===== config.mk =====
export PLATFORM = sky130hd
export DESIGN_NAME = rr_arbiter_mux
export DESIGN_NICKNAME = d
export VERILOG_FILES = /design/src/rtl/rr_arbiter_mux.sv
export SDC_FILE = /design/constraint.sdc
export NUM_CORES = 1
export LEC_CHECK = 0
export ABC_CLOCK_PERIOD_IN_PS = 2400
export CAP_MARGIN = 25
export CORE_MARGIN = 1.5
export CORE_UTILIZATION = 38
export CTS_CLUSTER_DIAMETER = 120
export DETAILED_ROUTE_END_ITERATION = 12
export GPL_ROUTABILITY_DRIVEN = 1
export PLACE_DENSITY = 0.87
export SLEW_MARGIN = 10
export SYNTH_ARGS = -nofsm -noshare
export SYNTH_HDL_FRONTEND = slang
export SYNTH_SLANG_ARGS = --single-unit

===== constraint.sdc =====
create_clock -name clk -period 2.4 [get_ports clk]
set_clock_uncertainty 0.2 [all_clocks]
set_input_delay 0.36 -clock clk [delete_from_list [all_inputs] [get_ports clk]]
set_output_delay 0.36 -clock clk [all_outputs]
set_load 0.05 [all_outputs]

===== src/rtl/rr_arbiter_mux.sv =====
// Registered N-to-1 valid/ready arbiter-mux: round-robin (MODE=0) or fixed
// lowest-index priority (MODE=1) selection into a single output register.
module rr_arbiter_mux #(
  parameter int N    = 4,
  parameter int M    = 8,
  parameter int MODE = 0,
  localparam int SEL_W = (N > 1) ? $clog2(N) : 1
) (
  input  logic                  clk,
  input  logic                  rst,
  input  logic [N-1:0]          in_valid_i,
  input  logic [N-1:0][M-1:0]   in_data_i,
  output logic [N-1:0]          in_ready_o,
  output logic                  out_valid_o,
  output logic [M-1:0]          out_data_o,
  output logic [SEL_W-1:0]      out_sel_o,
  input  logic                  out_ready_i
);

  // Handshake: a word moves on a port at a rising edge where valid & ready are
  // both high; valid must not wait on ready, and in_ready never looks at the
  // in_valid of its own channel except through the grant search.
  logic              out_valid_q, out_valid_d;
  logic [M-1:0]      out_data_q, out_data_d;
  logic [SEL_W-1:0]  out_sel_q, out_sel_d;
  logic [SEL_W-1:0]  ptr_q, ptr_d;

  logic              load;
  logic              grant_found;
  logic [SEL_W-1:0]  grant_idx;
  logic [SEL_W:0]    idx;
  logic [SEL_W-1:0]  ptr_inc;

  assign load = ~out_valid_q | out_ready_i;

  // Search starts at ptr and wraps modulo N; in MODE=1 ptr stays 0.
  always_comb begin
    grant_found = 1'b0;
    grant_idx   = '0;
    idx         = '0;
    for (int k = 0; k < N; k++) begin
      idx = {1'b0, ptr_q} + (SEL_W+1)'(k);
      if (idx >= (SEL_W+1)'(N)) idx = idx - (SEL_W+1)'(N);
      if (!grant_found && in_valid_i[idx[SEL_W-1:0]]) begin
        grant_found = 1'b1;
        grant_idx   = idx[SEL_W-1:0];
      end
    end
  end

  always_comb begin
    in_ready_o = '0;
    for (int i = 0; i < N; i++) begin
      in_ready_o[i] = load & grant_found & ~rst & (grant_idx == SEL_W'(i));
    end
  end

  assign ptr_inc = (grant_idx == SEL_W'(N - 1)) ? '0 : grant_idx + 1'b1;

  always_comb begin
    out_valid_d = out_valid_q;
    out_data_d  = out_data_q;
    out_sel_d   = out_sel_q;
    ptr_d       = ptr_q;
    if (load) begin
      out_valid_d = grant_found;
      if (grant_found) begin
        out_data_d = in_data_i[grant_idx];
        out_sel_d  = grant_idx;
        if (MODE == 0) ptr_d = ptr_inc;
      end
    end
  end

  always_ff @(posedge clk or posedge rst) begin
    if (rst) begin
      out_valid_q <= 1'b0;
      out_data_q  <= '0;
      out_sel_q   <= '0;
      ptr_q       <= '0;
    end else begin
      out_valid_q <= out_valid_d;
      out_data_q  <= out_data_d;
      out_sel_q   <= out_sel_d;
      ptr_q       <= ptr_d;
    end
  end

  assign out_valid_o = out_valid_q;
  assign out_data_o  = out_data_q;
  assign out_sel_o   = out_sel_q;

endmodule


* Word level (Yosys, flattened, before mapping)
Cells that the tools add are included.
** Word-level totals
- Register bits :: 13
- Latch bits :: 0
- Memory bits (writable) :: 0
- ROM bits :: 0
- Input port bits :: 39
- Output and inout bits :: 15
- Memories kept :: 0
** Operators by class
- Add/subtract/negate cells :: 8
- Multipliers :: 0
- Divide/modulo/power cells :: 0
- $lt $le $gt $ge :: 9
- Eq/ne operators :: 3
- Shift-type cells :: 0
- Mux-type cells :: 23
- Bitwise logic cells :: 9
- Reduce and logical (&&, ||, !) cells :: 8
** Operators by type and width (number)
- 2-to-1 mux 2 bit :: 9
- binary-select mux 8 bit (select 2 bit) :: 1
- less-than comparator 2 x 3 -> 1 bit, second input constant :: 5
- greater-or-equal comparator 3 bit, second input constant :: 3
- binary-select mux 1 bit (select 2 bit) :: 4
- 2-to-1 mux 1 bit :: 8
- 2-to-1 mux 8 bit :: 1
- subtractor 2 x 1 -> 2 bit, second input constant :: 4
- adder 2 x 2 -> 3 bit, second input constant :: 2
- AND 1 bit :: 6
- == test 2 bit, second input constant :: 2
- adder 2 x 1 -> 3 bit, second input constant :: 1
- greater-or-equal comparator 2 x 3 -> 1 bit, second input constant :: 1
- logical AND 1 bit :: 3
- logical NOT 1 bit :: 3
- adder 2 x 1 -> 2 bit, second input constant :: 1
- == test 2 x 1 -> 1 bit, second input constant :: 1
- logical NOT 2 bit :: 1
- NOT 1 bit :: 2
- AND reduction 2 bit :: 1
- OR 1 bit :: 1

* Longest topological paths before layout
Gate-level depths: netlist (run 1).
- Word-level depth :: 17
- Depth in mapped cells :: 7
- Gate-level depth less buffers :: 5

* Worst setup path before layout (run 1)
No wires, ideal clock.
- Path kind :: register to output
- Start point :: register out_valid_q, in the netlist out_valid_o
- End point :: output in_ready_o[2]
- Arrival time :: 2309 ps
- Data required time :: 1840 ps
- Path slack :: -469 ps
- Stages on the path, launching flop included :: 4
- Path buffers :: 0
- Path through :: dfrtp_1 -> a21oi_4 -> or3b_4 -> nor3_1
** Between the ends
- Longest elaborated chain between the ends :: 5
** RTL lines
- start, declared :: line 23 : logic out_valid_q, out_valid_d;
- start signal, assigned :: line 82 : out_valid_q <= out_valid_d;
- NOT 1 bit :: line 34 : assign load = ~out_valid_q | out_ready_i;
- OR 1 bit :: line 34
- AND 1 bit (3 in series) :: line 54 : in_ready_o[i] = load & grant_found & ~rst & (grant_idx == SEL_W'(i));
- end, declared :: line 13 : output logic [N-1:0] in_ready_o,
No other way between the ends.

* Worst setup path after layout (run 1)
- Start point :: input in_valid_i[0]
- End point :: output in_ready_o[1]
** Between the ends
- Longest elaborated chain between the ends :: 15
** RTL lines
- start, declared :: line 11 : input logic [N-1:0] in_valid_i,
- binary-select mux 1 bit (select 2 bit) :: line 44 : if (!grant_found && in_valid_i[idx[SEL_W-1:0]]) begin
- 2-to-1 mux 1 bit (not written as such) :: line 44
- 2-to-1 mux 1 bit :: line 44
- logical NOT 1 bit :: line 44
- logical AND 1 bit :: line 44
- 2-to-1 mux 1 bit :: line 44
- logical NOT 1 bit :: line 44
- logical AND 1 bit :: line 44
- 2-to-1 mux 1 bit :: line 44
- logical NOT 1 bit :: line 44
- logical AND 1 bit :: line 44
- 2-to-1 mux 1 bit :: line 44
- AND 1 bit (2 in series) :: line 54
- AND 1 bit (*) :: line 54
Mark *: on every way between the ends. The rest lies on a longest branch, timed or not. The select of a mux whose other input is x is not followed.

==> flow_metrics.py, run 1 <==
metrics = {
    "power": {
        "cellInternalPower_uw": 765,
        "p_leak_nw": 0.696,
        "power_switching_uw": 674,
        "clock_power_share_pct": 9.5,
        "highest_ir_drop_seen_on_vdd_uv": 556,
        "power.share.switching_pct": 46.8,
        "power_frac_comb_pct": 65.6,
        "power.density_cell_area_nw_per_um2": 849,
        "power_frac_seq_pct": 24.8,
    },
    "synthesis": {
        "postSynth.asyncResetShare_pct": 100,
        "synth-seq-cells": 13,
        "yosysUniqueCellTypes": 33,
        "yosysWarningCount": 0,
        "seq_area_frac_synth_pct": 34.6,
        "synth_fp_nets": 130,
        "synth.cell_area_sq_um": 940,
        "syn_inst": 91,
        "dominantRegCellSynth": "sky130_fd_sc_hd__dfrtp_1",
        "number_of_synthesized_flops_with_an_enable_pin": 0,
        "synth_area_per_cell_sq_um": 10.3,
    },
    "cts": {
        "ctsLongestPathBuffers": 2,
        "cts_tree": "done",
        "clock_latency_ns": 0.27,
        "cts_sinks": 13,
        "master_cell_of_the_clock_root_buffer": "sky130_fd_sc_hd__clkbuf_4",
        "clk_pin_slew_ns": 0.09,
        "number_of_clock_buffers_inserted_by_tritoncts": 3,
        "hold_buffers": 0,
        "cts-htree-levels": 1,
    },
    "hold_path": {
        "min-delay-start": "out_ready_i",
        "hold_depth": 2,
        "hp-class": "in2reg",
        "min_delay_worst_endpoint": "out_valid_o",
    },
    "sta": {
        "timing_hold_violations_final": 0,
        "worst-slew-pin-transition_ns": 0.526,
        "timing.slew.headroom_pct": 64.8,
        "rsz0062_at_grt": "true",
        "finalMaxSlewViolations": 0,
        "setup_viol_count_final": 0,
        "worst_hold_slack_ns": 0.233,
        "achievable_frequency_mhz": 424,
        "fin_crit_sh_pct": 98.3,
        "fin_crit_ns": 2.36,
    },
    "place": {
        "place.port_buffers": 53,
        "rd_place_congestion": 0.819,
        "place.detailed.instances": 182,
        "detailed_place_hpwl_microns": 2150,
    },
    "final_layout": {
        "final_layout_size_suffix_gt1_share_pct": 30.8,
        "final_cells": 187,
        "fin_nets": 199,
        "antenna_cells": 0,
        "multi_input_comb_area_sq_um": 607,
        "fill_cells": 150,
        "area_growth_pct": 80.4,
        "register_area_sq_um": 327,
    },
    "critical_path": {
        "worst-path-buf-inv": 2,
        "worst_path_maximum_fanout": 5,
        "arrival_time_at_the_worst_endpoint_ns": 1.80,
        "timing.critical_path.to_type": "output port",
        "r2r_end": "out_data_o[1]",
        "rr_startpoint": "ptr_q[1]",
        "r2r_cells": 6,
        "worst_setup_path_start_kind": "primary input",
        "cp_data_required_time_ns": 1.84,
        "timing.critical_path.slowest_stage_cell": "sky130_fd_sc_hd__a311oi_4",
        "worstSetupPathType": "in2out",
        "timing.critical_path.depth": 6,
        "cell_breakdown_of_the_critical_path": "dlygate4sd2_1 > nand2_1 > a311oi_4 > o21ai_2 > nor3_2 > buf_12",
        "timing.reg2reg.setup_slack_ns": 0.38,
        "stage_delay_of_the_slowest_cell_on_the_critical_path_ns": 0.36,
        "crit_family": "compound AO/OA/AOI/OAI gates",
    },
    "detailed_routing": {
        "drt_pre_antenna_iters": 4,
        "total_via_count_after_detailed_routing": 960,
        "first_iter_violations": 10,
        "vias_per_cell": 5.13,
        "route.final.wire_length_microns": 2710,
        "drt_drc_violations_left": 0,
        "final_antenna_net_count": 0,
        "wl_per_cell_microns": 14.5,
    },
    "job": {
        "max-cap-violations": 0,
    },
    "global_routing": {
        "first_pass_grt_wire_length_microns": 4330,
        "grt_antenna_before_repair": 0,
        "gr-total-overflow": 0,
        "grt_start_max_net_pins": 14,
        "globalRouteTotalUtil_pct": 21.4,
        "via_count_of_the_first_global_routing_pass": 997,
    },
    "die": {
        "fp-row-count": 17,
        "die_area_sq_um": 2780,
        "number_of_top_level_pins": 54,
        "die_h_microns": 52.7,
        "core_area_sq_um": 2280,
        "floorplan.initialDensity_pct": 41.3,
        "die_width_microns": 52.7,
    },
    "outcome": {
        "status": "completed",
    },
}
## power by group through the flow
stage | combinational, mW | sequential, mW | clock, mW
6_report | 0.945 | 0.357 | 0.137
5_1_grt | 1.00 | 0.367 | 0.152
4_1_cts | 0.938 | 0.353 | 0.141
3_5_place_dp | 0.925 | 0.356 | 0
3_3_place_gp | 0.917 | 0.353 | 0
2_1_floorplan | 0.368 | 0.586 | 0
## cell families (layout without fill, tap and decap cells)
logic type	count (synthesis)	after routing	synth area share [%]
multiplexers	11	11	12.1
buffers and inverters	11	79	7.72
AO/OA/AOI/OAI	33	33	31.2
AND/OR/NAND/NOR	22	22	13.4
flip-flops	13	13	34.6
XOR/XNOR	1	1	0.932
## through the flow
step | power [mW] | setup slack (ns) | setup TNS [ns] | instance area, sq um | util (%)
final | 1.44 | 0.0398 | 0 | 1700 | 74.5
after CTS | 1.43 | 0.0268 | 0 | 1670 | 73.4
after detailed placement | 1.28 | -0.188 | -1.14 | 1630 | 71.6
after global placement | 1.27 | -0.147 | -0.802 | 1630 | 71.6
after floorplan | 0.953 | -0.0453 | -0.0905 | 966 | -
after global routing | 1.52 | -0.0413 | -0.0458 | 1700 | 74.5
## timing repair
action	CTS	global route
cloned	0	0
pin swaps	5	1
setup endpoints to repair	4	2
setup buffers	1	0
resized for setup	8	7
## metal layers
metal / vias up / routed length [microns] / track usage, %
li1: 474 / - / -
met1: 450 / 1140 / 25.3
met2: 34 / 1390 / 37.1
met3: 2 / 165 / 5.71
met4: 0 / 10 / 7.26
met5: - / 0 / 0
## sequential cells by signal, summed over array words and instances (netlist names)
| register | cells |
|---|---|
| out_valid_o | 1 |
| out_sel_o | 2 |
| out_data_o | 8 |
| ptr_q | 2 |
## cells in the mapped netlist, types with 2 or more instances
cell                        n  share of area (%)
sky130_fd_sc_hd__nor3_1     4                2.1
sky130_fd_sc_hd__a211oi_1   8                6.4
sky130_fd_sc_hd__nor2_1     9                3.6
sky130_fd_sc_hd__a21oi_1    2                1.1
sky130_fd_sc_hd__dfrtp_1   13                 35
sky130_fd_sc_hd__inv_1      7                2.8
sky130_fd_sc_hd__mux2_2     2                2.4
sky130_fd_sc_hd__a21boi_0   8                6.4
sky130_fd_sc_hd__buf_6      2                2.4
sky130_fd_sc_hd__mux2i_1    8                8.5
sky130_fd_sc_hd__a211oi_2   6                8.0
## worst max path at each step
stage	from	endpoint	slack, ns
after floorplan	out_valid_o	in_ready_o[2]	-0.05
after global placement	in_valid_i[2]	in_ready_o[3]	-0.15
after detailed placement	in_valid_i[2]	in_ready_o[3]	-0.19
after CTS	ptr_q[1]	in_ready_o[3]	0.03
after global routing	in_valid_i[0]	in_ready_o[1]	-0.04
final	in_valid_i[0]	in_ready_o[1]	0.04
## layout by cell type (no fill, tap or decap), types with 2 or more instances in the layout
master,Yosys,layout
sky130_fd_sc_hd__nor2_1,9,9
sky130_fd_sc_hd__buf_4,0,15
sky130_fd_sc_hd__a211oi_2,6,6
sky130_fd_sc_hd__clkbuf_4,0,3
sky130_fd_sc_hd__a21boi_0,8,8
sky130_fd_sc_hd__clkdlybuf4s50_1,0,44
sky130_fd_sc_hd__a211oi_1,8,8
sky130_fd_sc_hd__inv_1,7,6
sky130_fd_sc_hd__buf_12,1,4
sky130_fd_sc_hd__nor3_4,0,3
sky130_fd_sc_hd__mux2i_1,8,8
sky130_fd_sc_hd__mux2_2,2,2
sky130_fd_sc_hd__dlygate4sd2_1,0,4
sky130_fd_sc_hd__dfrtp_1,13,12
## cell type report
type,instances,area share [%]
inverters,7,1.55
clock inverters,1,0.295
multi-input cells,67,35.8
repair buffers,68,39.7
flip-flops and latches,13,19.3
well taps,28,2.07
clock buffers,3,1.33
No activity file was read; power rests on OpenSTA's default activity.
==> run 2, diff against run 1 <==
--- a/config.mk
+++ b/config.mk
@@ -6,9 +6,9 @@
 export NUM_CORES = 1
 export LEC_CHECK = 0
 export ABC_CLOCK_PERIOD_IN_PS = 2400
-export CAP_MARGIN = 25
 export CORE_MARGIN = 1.5
 export CORE_UTILIZATION = 38
+export CTS_BUF_LIST = sky130_fd_sc_hd__clkbuf_16
 export CTS_CLUSTER_DIAMETER = 120
 export DETAILED_ROUTE_END_ITERATION = 12
 export GPL_ROUTABILITY_DRIVEN = 1
==> run 2 against run 1 <==
Clock power up 130%. Critical path depth down 1. Design area grew 3.2%. Flip-flop and latch count unchanged. Combinational power rose by 1%. Non-clock buffer count did not move. First-iteration DRC count is 50% higher. Global-route usage grew 1.7 points. Power increased by 13%. Critical path type is now reg2out. Highest routed layer unchanged.
==> flow_metrics.py, run 2 (synthesized netlist as in run 1, its figures left out) <==
metrics = {
    "sta": {
        "fin_crit_ns": 2.34,
        "fin_crit_sh_pct": 97.5,
        "setup_viol_count_final": 0,
        "worst_hold_slack_ns": 0.274,
        "finalMaxSlewViolations": 0,
        "rsz0062_at_grt": "false",
        "timing.slew.headroom_pct": 64.7,
        "achievable_frequency_mhz": 427,
        "worst-slew-pin-transition_ns": 0.528,
        "timing_hold_violations_final": 0,
    },
    "final_layout": {
        "fill_cells": 135,
        "most-common-layout-cells": "sky130_fd_sc_hd__clkdlybuf4s50_1 (44), sky130_fd_sc_hd__buf_4 (15), sky130_fd_sc_hd__dfrtp_1 (13)",
        "area_growth_pct": 86.2,
        "fin_nets": 199,
        "largest_register_ff_count": 8,
        "final_cells": 187,
        "layout_commonest_cell": "sky130_fd_sc_hd__clkdlybuf4s50_1",
        "antenna_cells": 0,
        "multi_input_comb_area_sq_um": 609,
        "final_layout_size_suffix_gt1_share_pct": 29.6,
        "final_util_pct": 76.9,
        "register_area_sq_um": 325,
    },
    "global_routing": {
        "grt_start_max_net_pins": 14,
        "globalRouteTotalUtil_pct": 23.1,
        "first_pass_grt_wire_length_microns": 4550,
        "grt_antenna_before_repair": 0,
        "gr-total-overflow": 0,
        "via_count_of_the_first_global_routing_pass": 1001,
    },
    "place": {
        "rd_place_congestion": 0.819,
        "place.detailed.instances": 182,
        "detailed_place_hpwl_microns": 2150,
        "place.port_buffers": 53,
    },
    "cts": {
        "master_cell_of_the_clock_root_buffer": "sky130_fd_sc_hd__clkbuf_16",
        "cts-htree-levels": 1,
        "cts_sinks": 13,
        "clk_pin_slew_ns": 0.05,
        "clock_latency_ns": 0.24,
        "cts_tree": "done",
        "hold_buffers": 0,
        "number_of_clock_buffers_inserted_by_tritoncts": 3,
        "ctsLongestPathBuffers": 2,
    },
    "die": {
        "fp-row-count": 17,
        "core_area_sq_um": 2280,
        "number_of_top_level_pins": 54,
        "die_h_microns": 52.7,
        "die_width_microns": 52.7,
        "floorplan.initialDensity_pct": 41.3,
        "die_area_sq_um": 2780,
    },
    "critical_path": {
        "worst_setup_path_start_kind": "register",
        "timing.critical_path.to_type": "output port",
        "r2r_cells": 6,
        "arrival_time_at_the_worst_endpoint_ns": 1.78,
        "cell_breakdown_of_the_critical_path": "nand2_1 > a311oi_4 > or3b_4 > nor3_4 > buf_12",
        "cp_data_required_time_ns": 1.84,
        "worstSetupPathType": "reg2out",
        "stage_delay_of_the_slowest_cell_on_the_critical_path_ns": 0.46,
        "timing.critical_path.slowest_stage_cell": "sky130_fd_sc_hd__or3b_4",
        "worst_path_maximum_fanout": 6,
    },
    "power": {
        "power.share.switching_pct": 43.3,
        "power_frac_comb_pct": 58.7,
        "power.density_cell_area_nw_per_um2": 932,
        "clock_power_share_pct": 19.5,
        "highest_ir_drop_seen_on_vdd_uv": 672,
        "cellInternalPower_uw": 924,
        "p_total_mw": 1.63,
        "power_switching_uw": 705,
        "power_frac_seq_pct": 21.9,
        "p_leak_nw": 0.724,
    },
    "detailed_routing": {
        "wl_per_cell_microns": 15.5,
        "drt_pre_antenna_iters": 4,
        "final_antenna_net_count": 0,
        "vias_per_cell": 5.18,
        "route.final.wire_length_microns": 2910,
        "drt_drc_violations_left": 0,
        "total_via_count_after_detailed_routing": 969,
        "first_iter_violations": 15,
    },
    "outcome": {
        "status": "completed",
    },
    "job": {
        "max-cap-violations": 0,
    },
    "hold_path": {
        "hold_depth": 2,
        "hp-class": "in2reg",
    },
}
run 2: metal layers:
layer / vias up / part of all wire [%] / routed length, microns / GRT usage, %
met5: - / 0 / 0 / 0
met4: 0 / 0.62 / 18 / 8.97
met3: 2 / 5.9 / 172 / 5.43
met2: 36 / 54 / 1560 / 41.5
met1: 456 / 40 / 1160 / 26.0
li1: 475 / - / - / -
run 2: what timing repair did:
item                       in CTS  in global routing
cloned                          0                  0
pin swaps                       5                  2
setup endpoints to repair       4                  2
buffers inserted                1                  0
resized for setup               8                  6
run 2: worst paths after layout:
| path | slack, ns | end | startpoint |
|---|---|---|---|
| worst max-delay path | 0.06 | in_ready_o[3] | ptr_q[1] |
| worst min-delay path | 0.27 | out_valid_o | out_ready_i |
| worst max register to register | 0.37 | out_data_o[7] | ptr_q[1] |
| worst min register to register | 0.31 | out_sel_o[0] | out_sel_o[0] |
| max in group asynchronous | 1.08 | out_valid_o | rst |
| min in group asynchronous | 0.58 | out_data_o[5] | rst |
run 2: final cells by class:
cell class / count / share of cell area, %
inverter: 7 / 1.50
sequential: 13 / 18.6
tap: 28 / 2.00
multi-input combinational: 67 / 34.8
clock buffer: 3 / 4.29
clock inverter: 1 / 0.286
timing repair buffer: 68 / 38.5
run 2: power groups by stage:
stage / clock (mW) / sequential [mW] / combinational (mW)
2_1_floorplan: 0 / 0.586 / 0.368
3_3_place_gp: 0 / 0.353 / 0.917
3_5_place_dp: 0 / 0.356 / 0.925
4_1_cts: 0.326 / 0.354 / 0.942
5_1_grt: 0.336 / 0.365 / 1.01
6_report: 0.317 / 0.356 / 0.956
run 2: critical path: cells and delay by family (launching register included):
kind	cells	cell delay (ns)
and+or+nand+nor	3	0.82
buffers and inverters	1	0.17
AOI/OAI and AO/OA	1	0.12
DFF	1	0.44
run 2: through the flow:
stage               setup TNS, ns  cell area (sq um)  setup WS (ns)
floorplan                 -0.0905                966        -0.0453
global placement           -0.802               1630         -0.147
detailed placement          -1.14               1630         -0.188
CTS                             0               1720         0.0419
global route                    0               1750       0.000333
finish                          0               1750         0.0590
==> run 3, diff against run 2 <==
--- a/config.mk
+++ b/config.mk
@@ -5,14 +5,16 @@
 export SDC_FILE = /design/constraint.sdc
 export NUM_CORES = 1
 export LEC_CHECK = 0
-export ABC_CLOCK_PERIOD_IN_PS = 2400
+export ABC_CLOCK_PERIOD_IN_PS = 1900
 export CORE_MARGIN = 1.5
-export CORE_UTILIZATION = 38
+export CORE_UTILIZATION = 34
 export CTS_BUF_LIST = sky130_fd_sc_hd__clkbuf_16
 export CTS_CLUSTER_DIAMETER = 120
 export DETAILED_ROUTE_END_ITERATION = 12
 export GPL_ROUTABILITY_DRIVEN = 1
-export PLACE_DENSITY = 0.87
+export PLACE_DENSITY = 0.83
+export REMOVE_ABC_BUFFERS = 1
+export SKIP_CTS_REPAIR_TIMING = 1
 export SLEW_MARGIN = 10
 export SYNTH_ARGS = -nofsm -noshare
 export SYNTH_HDL_FRONTEND = slang
==> constraint.sdc (replaced) <==
create_clock -name clk -period 1.9 [get_ports clk]
set_clock_uncertainty 0.2 [all_clocks]
set_input_delay 0.285 -clock clk [delete_from_list [all_inputs] [get_ports clk]]
set_output_delay 0.285 -clock clk [all_outputs]
set_load 0.05 [all_outputs]
==> run 3 against run 2 <==
Non-clock buffer count increased by 8. First-iteration DRC count increased by 6.7%. The run now ends with negative setup slack left. Sequential power increased by 29%. Via count increased by 1.5%. Largest cell class unchanged. Register-to-register slack got worse by 0.44 ns. Highest routed layer unchanged. Worst setup slack got worse by 0.43 ns.
==> flow_metrics.py, run 3 (synthesized netlist as in run 1, its figures left out) <==
metrics = {
    "critical_path": {
        "cell_breakdown_of_the_critical_path": "nor2b_2 > a311oi_2 > or3b_4 > nor3_2 > buf_4 > buf_12",
        "arrival_time_at_the_worst_endpoint_ns": 1.78,
        "worst_path_maximum_fanout": 4,
        "rr_startpoint": "ptr_q[1]",
        "timing.critical_path.to_type": "output port",
        "worstSetupPathType": "reg2out",
        "r2r_end": "out_data_o[3]",
        "timing.reg2reg.setup_slack_ns": -0.07,
        "cp_data_required_time_ns": 1.41,
        "stage_delay_of_the_slowest_cell_on_the_critical_path_ns": 0.44,
        "timing.critical_path.slowest_stage_cell": "sky130_fd_sc_hd__or3b_4",
        "r2r_cells": 6,
        "worst_setup_path_start_kind": "register",
    },
    "outcome": {
        "failed_checks": "negative setup slack",
        "status": "finished, violations left",
    },
    "die": {
        "floorplan.initialDensity_pct": 36.9,
        "die_area_sq_um": 3090,
        "die_h_microns": 55.6,
        "core_area_sq_um": 2540,
        "number_of_top_level_pins": 54,
        "fp-row-count": 18,
        "die_width_microns": 55.6,
    },
    "cts": {
        "cts_sinks": 13,
        "ctsLongestPathBuffers": 2,
        "number_of_clock_buffers_inserted_by_tritoncts": 3,
        "clk_pin_slew_ns": 0.04,
        "master_cell_of_the_clock_root_buffer": "sky130_fd_sc_hd__clkbuf_16",
        "clock_latency_ns": 0.24,
        "cts_tree": "done",
        "cts-htree-levels": 1,
    },
    "global_routing": {
        "grt_start_max_net_pins": 15,
        "via_count_of_the_first_global_routing_pass": 1001,
        "gr-total-overflow": 0,
        "first_pass_grt_wire_length_microns": 4530,
        "globalRouteTotalUtil_pct": 18.9,
        "grt_antenna_before_repair": 0,
    },
    "final_layout": {
        "fill_cells": 174,
        "final_layout_size_suffix_gt1_share_pct": 44.3,
        "multi_input_comb_area_sq_um": 619,
        "register_area_sq_um": 327,
        "fin_nets": 207,
        "antenna_cells": 0,
        "most-common-layout-cells": "sky130_fd_sc_hd__clkdlybuf4s50_1 (33), sky130_fd_sc_hd__buf_4 (31), sky130_fd_sc_hd__dfrtp_1 (12)",
        "area_growth_pct": 95.1,
        "final_cells": 197,
        "layout_commonest_cell": "sky130_fd_sc_hd__clkdlybuf4s50_1",
        "largest_register_ff_count": 8,
        "post-route-cell-area_sq_um": 1830,
    },
    "hold_path": {
        "hp-class": "in2reg",
        "hold_depth": 2,
        "min_delay_worst_endpoint": "out_valid_o",
        "min-delay-start": "out_ready_i",
    },
    "detailed_routing": {
        "drt_pre_antenna_iters": 4,
        "vias_per_cell": 4.99,
        "final_antenna_net_count": 0,
        "first_iter_violations": 16,
        "route.final.wire_length_microns": 3000,
        "total_via_count_after_detailed_routing": 984,
        "wl_per_cell_microns": 15.2,
        "drt_drc_violations_left": 0,
    },
    "power": {
        "p_total_mw": 2.12,
        "power.share.switching_pct": 42.4,
        "p_leak_nw": 0.801,
        "power_frac_comb_pct": 59.8,
        "power_switching_uw": 899,
        "power.density_cell_area_nw_per_um2": 1160,
        "power_frac_seq_pct": 21.6,
        "clock_power_share_pct": 18.5,
        "highest_ir_drop_seen_on_vdd_uv": 692,
        "cellInternalPower_mw": 1.22,
    },
    "sta": {
        "rsz0062_at_grt": "true",
        "finalMaxSlewViolations": 0,
        "fin_crit_sh_pct": 119,
        "layout_setup_ws_ns": -0.369,
        "timing_hold_violations_final": 0,
        "fin_crit_ns": 2.27,
        "achievable_frequency_mhz": 441,
        "timing.slew.headroom_pct": 66.4,
        "worst_hold_slack_ns": 0.0901,
        "setup_viol_count_final": 11,
        "worst-slew-pin-transition_ns": 0.503,
    },
    "place": {
        "pre_cts_ws_ns": -0.638,
        "placedInstanceArea_sq_um": 1640,
        "place.detailed.instances": 192,
        "place.port_buffers": 53,
        "rd_place_congestion": 0.804,
        "detailed_place_hpwl_microns": 2230,
    },
    "job": {
        "max-cap-violations": 0,
    },
}
[run 3: cell types whose count changed in the layout (fill, tap and decap cells not counted), moves of 2 or more]
cell                              previous run  this run
sky130_fd_sc_hd__dlymetal6s2s_1              0         5
sky130_fd_sc_hd__dlygate4sd2_1               4         0
sky130_fd_sc_hd__a211oi_2                    6         8
sky130_fd_sc_hd__clkdlybuf4s50_1            44        33
sky130_fd_sc_hd__a211oi_1                    8         6
sky130_fd_sc_hd__buf_6                       0         3
sky130_fd_sc_hd__nor3_4                      4         0
sky130_fd_sc_hd__buf_4                      15        31
sky130_fd_sc_hd__nor3_2                      0         4
[run 3: power by group through the flow]
stage               sequential [mW]  combinational (mW)  clock, mW
floorplan                     0.740               0.389          0
global placement              0.450                1.15          0
detailed placement            0.450                1.17          0
CTS                           0.447                1.18      0.401
global route                  0.468                1.33      0.412
finish                        0.459                1.27      0.393
[run 3: layer usage]
layer	track usage, %	share of wire [%]	vias to the layer above
li1	-	-	490
met1	22.4	40	450
met2	33.2	53	39
met3	4.65	6.0	5
met4	6.27	1.3	0
met5	0	0	-
[run 3: per-stage QoR]
| stage | setup TNS [ns] | utilization (%) |
|---|---|---|
| 5_1_grt | -2.33 | 72.0 |
| 4_1_cts | -5.19 | 67.6 |
| 3_5_place_dp | -7.98 | 64.4 |
| 3_3_place_gp | -7.36 | 64.4 |
| 6_report | -1.45 | 72.0 |
| 2_1_floorplan | -4.14 | - |
[run 3: layout make-up]
type | instances | area share, %
repair buffers | 76 | 40.3
flip-flops and latches | 13 | 17.8
well taps | 30 | 2.05
inverters | 7 | 1.64
clock inverters | 1 | 0.273
clock buffers | 3 | 4.10
multi-input cells | 67 | 33.8
[run 3: how the worst max path moves through the flow]
stage / start / end / slack (ns) / cells past startpoint
3_5_place_dp: in_valid_i[2] / in_ready_o[0] / -0.64 / 8
4_1_cts: in_valid_i[2] / in_ready_o[0] / -0.64 / 8
2_1_floorplan: out_valid_o / in_ready_o[2] / -1.03 / 3
5_1_grt: ptr_q[0] / in_ready_o[2] / -0.42 / 6
3_3_place_gp: in_valid_i[2] / in_ready_o[0] / -0.61 / 8
6_report: ptr_q[0] / in_ready_o[2] / -0.37 / 6
[run 3: critical path: cells and delay by family, from the launching register on]
| kind | cells | cell delay (ns) |
|---|---|---|
| DFF | 1 | 0.43 |
| and+or+nand+nor | 3 | 0.77 |
| buffers and inverters | 2 | 0.26 |
| AOI/OAI and AO/OA | 1 | 0.08 |
